$ cat config.mk
export PLATFORM = sky130hd
export DESIGN_NAME = mult_sequencer
export DESIGN_NICKNAME = d
export VERILOG_FILES = /design/src/rtl/alu_pkg.sv /design/src/rtl/mult_sequencer_alu.sv /design/src/rtl/mult_sequencer.sv
export SDC_FILE = /design/constraint.sdc
export NUM_CORES = 1
export LEC_CHECK = 0
export BUFFER_PORTS_ARGS = -buffer_cell sky130_fd_sc_hd__buf_2
export CAP_MARGIN = 5
export CORE_MARGIN = 3
export CORE_UTILIZATION = 40
export DETAILED_ROUTE_END_ITERATION = 8
export PLACE_DENSITY_LB_ADDON = 0.25
export SLEW_MARGIN = 20
export SYNTH_ARGS = -nofsm -noshare
export SYNTH_HDL_FRONTEND = slang
export SYNTH_SLANG_ARGS = --single-unit
$ cat constraint.sdc
create_clock -name clk -period 8.3 [get_ports clk]
set_input_delay 1.245 -clock clk [delete_from_list [all_inputs] [get_ports clk]]
set_output_delay 1.245 -clock clk [all_outputs]
set_load 0.05 [all_outputs]
$ cat src/rtl/alu_pkg.sv
// ----------------------------------------------------------------------------
// alu_pkg
// Shared definitions for the shared 32-bit ALU and the multiply sequencer.
//   - ALU control encodings used by the execute stage and by mult_sequencer.
//   - The multiply sequencer state enumeration.
//   - A small helper that recovers the carry out of an unsigned 32-bit add
//     when the ALU itself does not expose one.
// ----------------------------------------------------------------------------
package alu_pkg;

    // Width of the shared datapath.
    localparam int ALU_WIDTH = 32;

    // ALU control encodings.
    localparam logic [3:0] ALU_AND  = 4'b0000;
    localparam logic [3:0] ALU_OR   = 4'b0001;
    localparam logic [3:0] ALU_ADD  = 4'b0010;
    localparam logic [3:0] ALU_SLL  = 4'b0011;
    localparam logic [3:0] ALU_SRL  = 4'b0100;
    localparam logic [3:0] ALU_SUB  = 4'b0110;
    localparam logic [3:0] ALU_SLT  = 4'b0111;
    localparam logic [3:0] ALU_SLTU = 4'b1011;

    // Multiply sequencer states.
    //   IDLE : waiting for start, ALU released back to the pipeline
    //   NEGA : take magnitude of the multiplicand (signed only)
    //   NEGB : take magnitude of the multiplier (signed only)
    //   ITER : one shift-add step per cycle
    //   FIX  : negate the 64-bit product when the operand signs differ
    //   DONE : one-cycle completion pulse
    typedef enum logic [2:0] {
        IDLE = 3'd0,
        NEGA = 3'd1,
        NEGB = 3'd2,
        ITER = 3'd3,
        FIX  = 3'd4,
        DONE = 3'd5
    } multState_t;

    // An unsigned add wrapped around exactly when the result is smaller
    // than the original augend.
    function automatic logic addCarryOut(input logic [ALU_WIDTH-1:0] sum,
                                         input logic [ALU_WIDTH-1:0] augend);
        return (sum < augend);
    endfunction

endpackage

$ cat src/rtl/mult_sequencer_alu.sv
// ----------------------------------------------------------------------------
// mult_sequencer_alu
// The pipeline's combinational 32-bit ALU, instantiated here so the multiply
// sequencer can borrow it while the pipeline is stalled.
// Ports:
//   a_i      in  32  operand A (rs)
//   b_i      in  32  operand B (rt)
//   ctrl_i   in   4  operation select (alu_pkg ALU_* encodings)
//   shamt_i  in   5  shift amount for SLL/SRL
//   result_o out 32  operation result
//   zero_o   out  1  result is zero (branch compare)
// ----------------------------------------------------------------------------
module mult_sequencer_alu
    import alu_pkg::*;
(
    input  logic [ALU_WIDTH-1:0] a_i,
    input  logic [ALU_WIDTH-1:0] b_i,
    input  logic [3:0]           ctrl_i,
    input  logic [4:0]           shamt_i,
    output logic [ALU_WIDTH-1:0] result_o,
    output logic                 zero_o
);

    // Operation decode; unknown encodings produce zero so the result is
    // always defined.
    always_comb begin
        result_o = '0;
        case (ctrl_i)
            ALU_AND:  result_o = a_i & b_i;
            ALU_OR:   result_o = a_i | b_i;
            ALU_ADD:  result_o = a_i + b_i;
            ALU_SLL:  result_o = b_i << shamt_i;
            ALU_SRL:  result_o = b_i >> shamt_i;
            ALU_SUB:  result_o = a_i - b_i;
            ALU_SLT:  result_o = {{(ALU_WIDTH-1){1'b0}}, ($signed(a_i) < $signed(b_i))};
            ALU_SLTU: result_o = {{(ALU_WIDTH-1){1'b0}}, (a_i < b_i)};
            default:  result_o = '0;
        endcase
    end

    assign zero_o = (result_o == '0);

endmodule

$ cat src/rtl/mult_sequencer.sv
// ----------------------------------------------------------------------------
// mult_sequencer
// Multi-cycle sequencer for MIPS mult/multu. It borrows the shared ALU and
// runs a one-bit-per-cycle shift-add algorithm to build a 64-bit {hi,lo}
// product. The pipeline stalls while busy is high and writes hi/lo on done.
//
// Signed multiplies are done on magnitudes: NEGA/NEGB make the operands
// positive, the unsigned core runs, and FIX negates the product if the
// operand signs differed. multu skips straight from IDLE to ITER.
//   multu : done 33 cycles after the start cycle
//   mult  : done 36 cycles after the start cycle
//
// Parameters:
//   WIDTH  operand width, only 32 is supported (product is 2*WIDTH)
//   ITERS  number of shift-add iterations, must equal WIDTH
// Ports:
//   clk           in   1   clock, rising edge
//   reset         in   1   asynchronous active-high reset
//   start         in   1   request, sampled only in IDLE
//   isSigned      in   1   1 = mult, 0 = multu, sampled with start
//   multiplicand  in  32   operand A (rs), sampled with start
//   multiplier    in  32   operand B (rt), sampled with start
//   busy          out  1   high in every state except IDLE
//   done          out  1   one-cycle pulse, hi/lo valid from this cycle
//   hi            out 32   product[63:32], registered
//   lo            out 32   product[31:0], registered
// ----------------------------------------------------------------------------
module mult_sequencer
    import alu_pkg::*;
#(
    parameter int WIDTH = 32,
    parameter int ITERS = 32
) (
    input  logic             clk,
    input  logic             reset,
    input  logic             start,
    input  logic             isSigned,
    input  logic [WIDTH-1:0] multiplicand,
    input  logic [WIDTH-1:0] multiplier,
    output logic             busy,
    output logic             done,
    output logic [WIDTH-1:0] hi,
    output logic [WIDTH-1:0] lo
);

    localparam int CW = $clog2(ITERS);
    localparam logic [CW-1:0] LAST_COUNT = CW'(ITERS - 1);

    // Sequencer state and datapath registers. The multiplier is loaded into
    // lo and shifts out of its bottom bit while product bits shift in at
    // the top, so no separate multiplier register is needed.
    multState_t     stateQ, stateD;
    logic [WIDTH-1:0] aQ, aD;
    logic [WIDTH-1:0] hiQ, hiD;
    logic [WIDTH-1:0] loQ, loD;
    logic [CW-1:0]    countQ, countD;
    logic             signedQ, signedD;
    logic             negAQ, negAD;
    logic             negBQ, negBD;

    // Shared ALU interface.
    logic [WIDTH-1:0] aluA;
    logic [WIDTH-1:0] aluB;
    logic [3:0]       aluCtrl;
    logic [WIDTH-1:0] aluResult;
    logic             aluZeroUnused;

    // Local helpers beside the ALU.
    logic             iterCarry;
    logic [WIDTH-1:0] hiNegated;

    mult_sequencer_alu uAlu (
        .a_i      (aluA),
        .b_i      (aluB),
        .ctrl_i   (aluCtrl),
        .shamt_i  (5'd0),
        .result_o (aluResult),
        .zero_o   (aluZeroUnused)
    );

    // The ALU only adds 32 bits, so the carry into the 33rd product bit is
    // recovered by comparing the sum against the old hi.
    assign iterCarry = addCarryOut(aluResult, hiQ);

    // Upper half of a 64-bit two's complement negate: invert, and propagate
    // the +1 only when the lower half negated to zero (old lo was zero).
    assign hiNegated = ~hiQ + WIDTH'(loQ == '0);

    // State and datapath registers. Reset aborts any operation in flight
    // and clears the result, so no done pulse can follow a reset.
    always_ff @(posedge clk or posedge reset) begin
        if (reset) begin
            stateQ  <= IDLE;
            aQ      <= '0;
            hiQ     <= '0;
            loQ     <= '0;
            countQ  <= '0;
            signedQ <= 1'b0;
            negAQ   <= 1'b0;
            negBQ   <= 1'b0;
        end else begin
            stateQ  <= stateD;
            aQ      <= aD;
            hiQ     <= hiD;
            loQ     <= loD;
            countQ  <= countD;
            signedQ <= signedD;
            negAQ   <= negAD;
            negBQ   <= negBD;
        end
    end

    // Next-state, datapath and ALU operand selection. Everything holds by
    // default, and the ALU sees zero operands with the AND code outside the
    // working states so it does not toggle while the pipeline owns it.
    always_comb begin
        stateD  = stateQ;
        aD      = aQ;
        hiD     = hiQ;
        loD     = loQ;
        countD  = countQ;
        signedD = signedQ;
        negAD   = negAQ;
        negBD   = negBQ;
        aluA    = '0;
        aluB    = '0;
        aluCtrl = ALU_AND;

        case (stateQ)
            IDLE: begin
                if (start) begin
                    aD      = multiplicand;
                    loD     = multiplier;
                    hiD     = '0;
                    signedD = isSigned;
                    negAD   = 1'b0;
                    negBD   = 1'b0;
                    countD  = '0;
                    stateD  = isSigned ? NEGA : ITER;
                end
            end

            // 0x80000000 negates to itself, which read as unsigned is the
            // correct magnitude 2^31.
            NEGA: begin
                aluA    = '0;
                aluB    = aQ;
                aluCtrl = ALU_SUB;
                negAD   = aQ[WIDTH-1];
                if (aQ[WIDTH-1]) begin
                    aD = aluResult;
                end
                stateD  = NEGB;
            end

            NEGB: begin
                aluA    = '0;
                aluB    = loQ;
                aluCtrl = ALU_SUB;
                negBD   = loQ[WIDTH-1];
                if (loQ[WIDTH-1]) begin
                    loD = aluResult;
                end
                stateD  = ITER;
            end

            // One shift-add step: add the multiplicand when the current
            // multiplier bit is set, then shift the 65-bit {carry,sum,lo}
            // right by one.
            ITER: begin
                aluA    = hiQ;
                aluB    = loQ[0] ? aQ : '0;
                aluCtrl = ALU_ADD;
                hiD     = {iterCarry, aluResult[WIDTH-1:1]};
                loD     = {aluResult[0], loQ[WIDTH-1:1]};
                countD  = countQ + CW'(1);
                if (countQ == LAST_COUNT) begin
                    stateD = signedQ ? FIX : DONE;
                end
            end

            // Always visited for mult so latency does not depend on data;
            // the product is only changed when exactly one operand was
            // negative.
            FIX: begin
                aluA    = '0;
                aluB    = loQ;
                aluCtrl = ALU_SUB;
                if (negAQ ^ negBQ) begin
                    loD = aluResult;
                    hiD = hiNegated;
                end
                stateD  = DONE;
            end

            DONE: begin
                stateD = IDLE;
            end

            default: begin
                stateD = IDLE;
            end
        endcase
    end

    // Status is decoded straight from the registered state, so both are
    // glitch-free and drop immediately on reset.
    assign busy = (stateQ != IDLE);
    assign done = (stateQ == DONE);
    assign hi   = hiQ;
    assign lo   = loQ;

endmodule

==> results.yml <==
outcome:
  status: "completed"
clocking:
  cts_max_path_buffers: 2
  clock_latency_ns: 0.38
  cts_tree: "done"
  holdBufCountCts: 0
  numCtsBuffers: 9
  clk_pin_slew_ns: 0.09
  htreeDepth: 3
  cts_root_buffer: "clkbuf_16"
  post_cts.resized_instances: 0
  post_cts_buffers: 0
  numClockSinks: 107
grt:
  grt_use_total_pct: 25.78
  antenna_found_initial: 0
  overflow: 0
  grt_max_degree: 64
  first_global_vias: 9248
  grt_pass1_wl_mm: 53.62
yosys:
  synth.distinct_cells: 81
  ys_seq_area_share_pct: 27.70
  syn_nets: 1363
  synthArstFlopShare_pct: 100.0
  synth-edff-count: 0
  yosysWarnings: 0
  synth_area_per_cell_um2: 7.884
  netlist_area_um2: 9666
  synth_seq_cells: 107
  synthCells: 1226
  synth_ff_type: "dfrtp_1"
sta:
  grt_setup_unrepaired: "false"
  period_needed_ns: 7.057
  tightest_slew_ns: 1.154
  maxSlewHeadroom_pct: 22.80
  fmax_ghz: 0.1417
  min_period_over_period_pct: 85.03
  fin_setup_tns_ns: 0
  slew_viol_final: 0
  final_hold_viol_count: 0
  fin_worst_skew_ns: 0.01109
  setup_viol: 0
detailed_routing:
  wire_per_inst_um: 21.15
  drc: 0
  antenna_left: 0
  post_drt_via_cell_ratio: 6.245
  first_pass_iters: 8
  drt-total-wl_mm: 34.40
  vias: 10160
  drt_iter0_markers: 1043
cells_and_area:
  n_fill_cell: 2390
  fin_area_um2: 10860
  finalNetCount: 1440
  n_antenna_cell: 0
  syn2layout_area_growth_pct: 12.31
  final_util_pct: 45.97
  drive_gt1_share_pct: 14.37
place:
  routabilityCongestion: 0.9801
  io_buffers: 133
  dp_hpwl_mm: 25.81
  placed_area_um2: 10550
flow_run:
  max_cap_violations: 0
floorplanning:
  num_rows: 56
  dieArea_um2: 26060
  initial_core_util_pct: 40.93
  ioPinCount: 134
  fp.dieH_um: 161.4
  fp.coreArea_um2: 23610
  dieWidth_um: 161.4
critical_path:
  path_class: "reg2reg"
  cp_num_buf_inv: 0
  cp_slowest_stage_delay_ns: 0.93
  critical_path_required_ns: 8.60
  cp_slowest_cell: "dfrtp_1"
  cp-end-kind: "register"
  cp_max_fo: 28
  cp.arrival_ns: 7.36
  cp_top_family: "compound AO/OA/AOI/OAI gates"
  startpoint_type: "register"
min_path:
  min_path_type: "reg2reg"
## cell usage in the layout, fill, tap and decap left out, types with 17 or more instances in the layout
cell / n
ha_1: 68
o21ai_0: 120
xor2_1: 31
o221ai_1: 25
nor3_1: 17
a22oi_1: 39
xnor2_1: 29
dfrtp_1: 107
and3_1: 25
o21a_1: 33
a221o_1: 18
nand3_1: 29
nand2_1: 72
nor2_1: 154
a21oi_1: 88
inv_1: 48
buf_2: 133
## through the flow
step,std cells,hold WS (ns),setup WS [ns]
floorplan,1226,0.4489,2.799
global placement,1611,0.4669,1.536
detailed placement,1611,0.4759,1.378
global route,1627,0.5289,0.7252
CTS,1627,0.4924,1.352
finish,1627,0.4895,1.243
## registers in the layout, indices dropped and copies added (netlist names)
register / cells
aQ: 32
hi: 32
lo: 32
countQ: 5
stateQ: 3
negAQ: 1
negBQ: 1
signedQ: 1
## area by class of cell
type	count	area, um^2	area share [%]
clock buffers	10	229.0	2.109
well taps	319	399.1	3.677
repair buffers	145	755.7	6.962
inverters	49	186.4	1.717
multi-input cells	991	6540	60.25
flip-flops and latches	107	2678	24.67
clock inverters	6	67.56	0.6224
## worst reg2reg max path, stage by stage, from the launching register on
cell and delay [ns]:
dfrtp_1 0.93, nor2_1 0.51, and3_1 0.33, a221o_1 0.32, or3_4 0.42, nor3_2 0.34
nor2_1 0.10, xnor2_1 0.23, ha_1 0.32, a21o_1 0.19, a21o_1 0.17, a21o_1 0.19
a221o_1 0.39, o211a_1 0.29, o21ai_0 0.23, xor2_1 0.56, nor2_1 0.10, ha_1 0.32
nor2b_1 0.13, o21ai_0 0.14, nand2b_1 0.07, a21oi_1 0.14, nor2b_1 0.06, o211ai_1 0.21
a311oi_1 0.12, o21ai_0 0.16
## kinds of logic after synthesis
group / share of synthesized area (%)
multiplexers: 1.062
XOR/XNOR: 5.605
buffers and inverters: 5.100
adder cells (fa/ha/maj): 9.010
flip-flops: 27.70
AND/OR/NAND/NOR: 20.56
AO/OA/AOI/OAI: 30.96
## synth_stat cells (all sizes together) (30+ instances only)
library cell,instances,share of area [%]
xnor2,30,2.8
o21ai,121,6.3
inv,49,1.9
o21a,33,2.6
clkbuf,66,2.6
nand2,74,2.9
dfrtp,107,28
a22oi,39,3.0
nor2,157,6.1
xor2,31,2.8
nand3,30,1.6
a21oi,88,4.6
ha,68,8.8
## metal layers
metal / track usage (%) / wire length, um
met5: 0 / 0
met4: 7.000 / 823
met3: 3.257 / 2767
met2: 37.72 / 14530
met1: 39.73 / 16280
## final timing paths
kind,startpoint,to,slack (ns),cells past startpoint
worst max-delay path,stateQ[2]$_DFFE_PP0P_,hi[31]$_DFFE_PP0P_,1.24,25
max in group asynchronous,reset,hi[23]$_DFFE_PP0P_,6.11,3
min in group asynchronous,reset,lo[7]$_DFFE_PP0P_,0.94,2
worst min register to register,aQ[0]$_DFFE_PP0P_,aQ[0]$_DFFE_PP0P_,0.49,2
worst max register to register,stateQ[2]$_DFFE_PP0P_,hi[31]$_DFFE_PP0P_,1.24,25
worst min-delay path,aQ[0]$_DFFE_PP0P_,aQ[0]$_DFFE_PP0P_,0.49,2
Power is not shown: default switching activity piles up to over one toggle a cycle in this logic, so the estimate is an artifact.
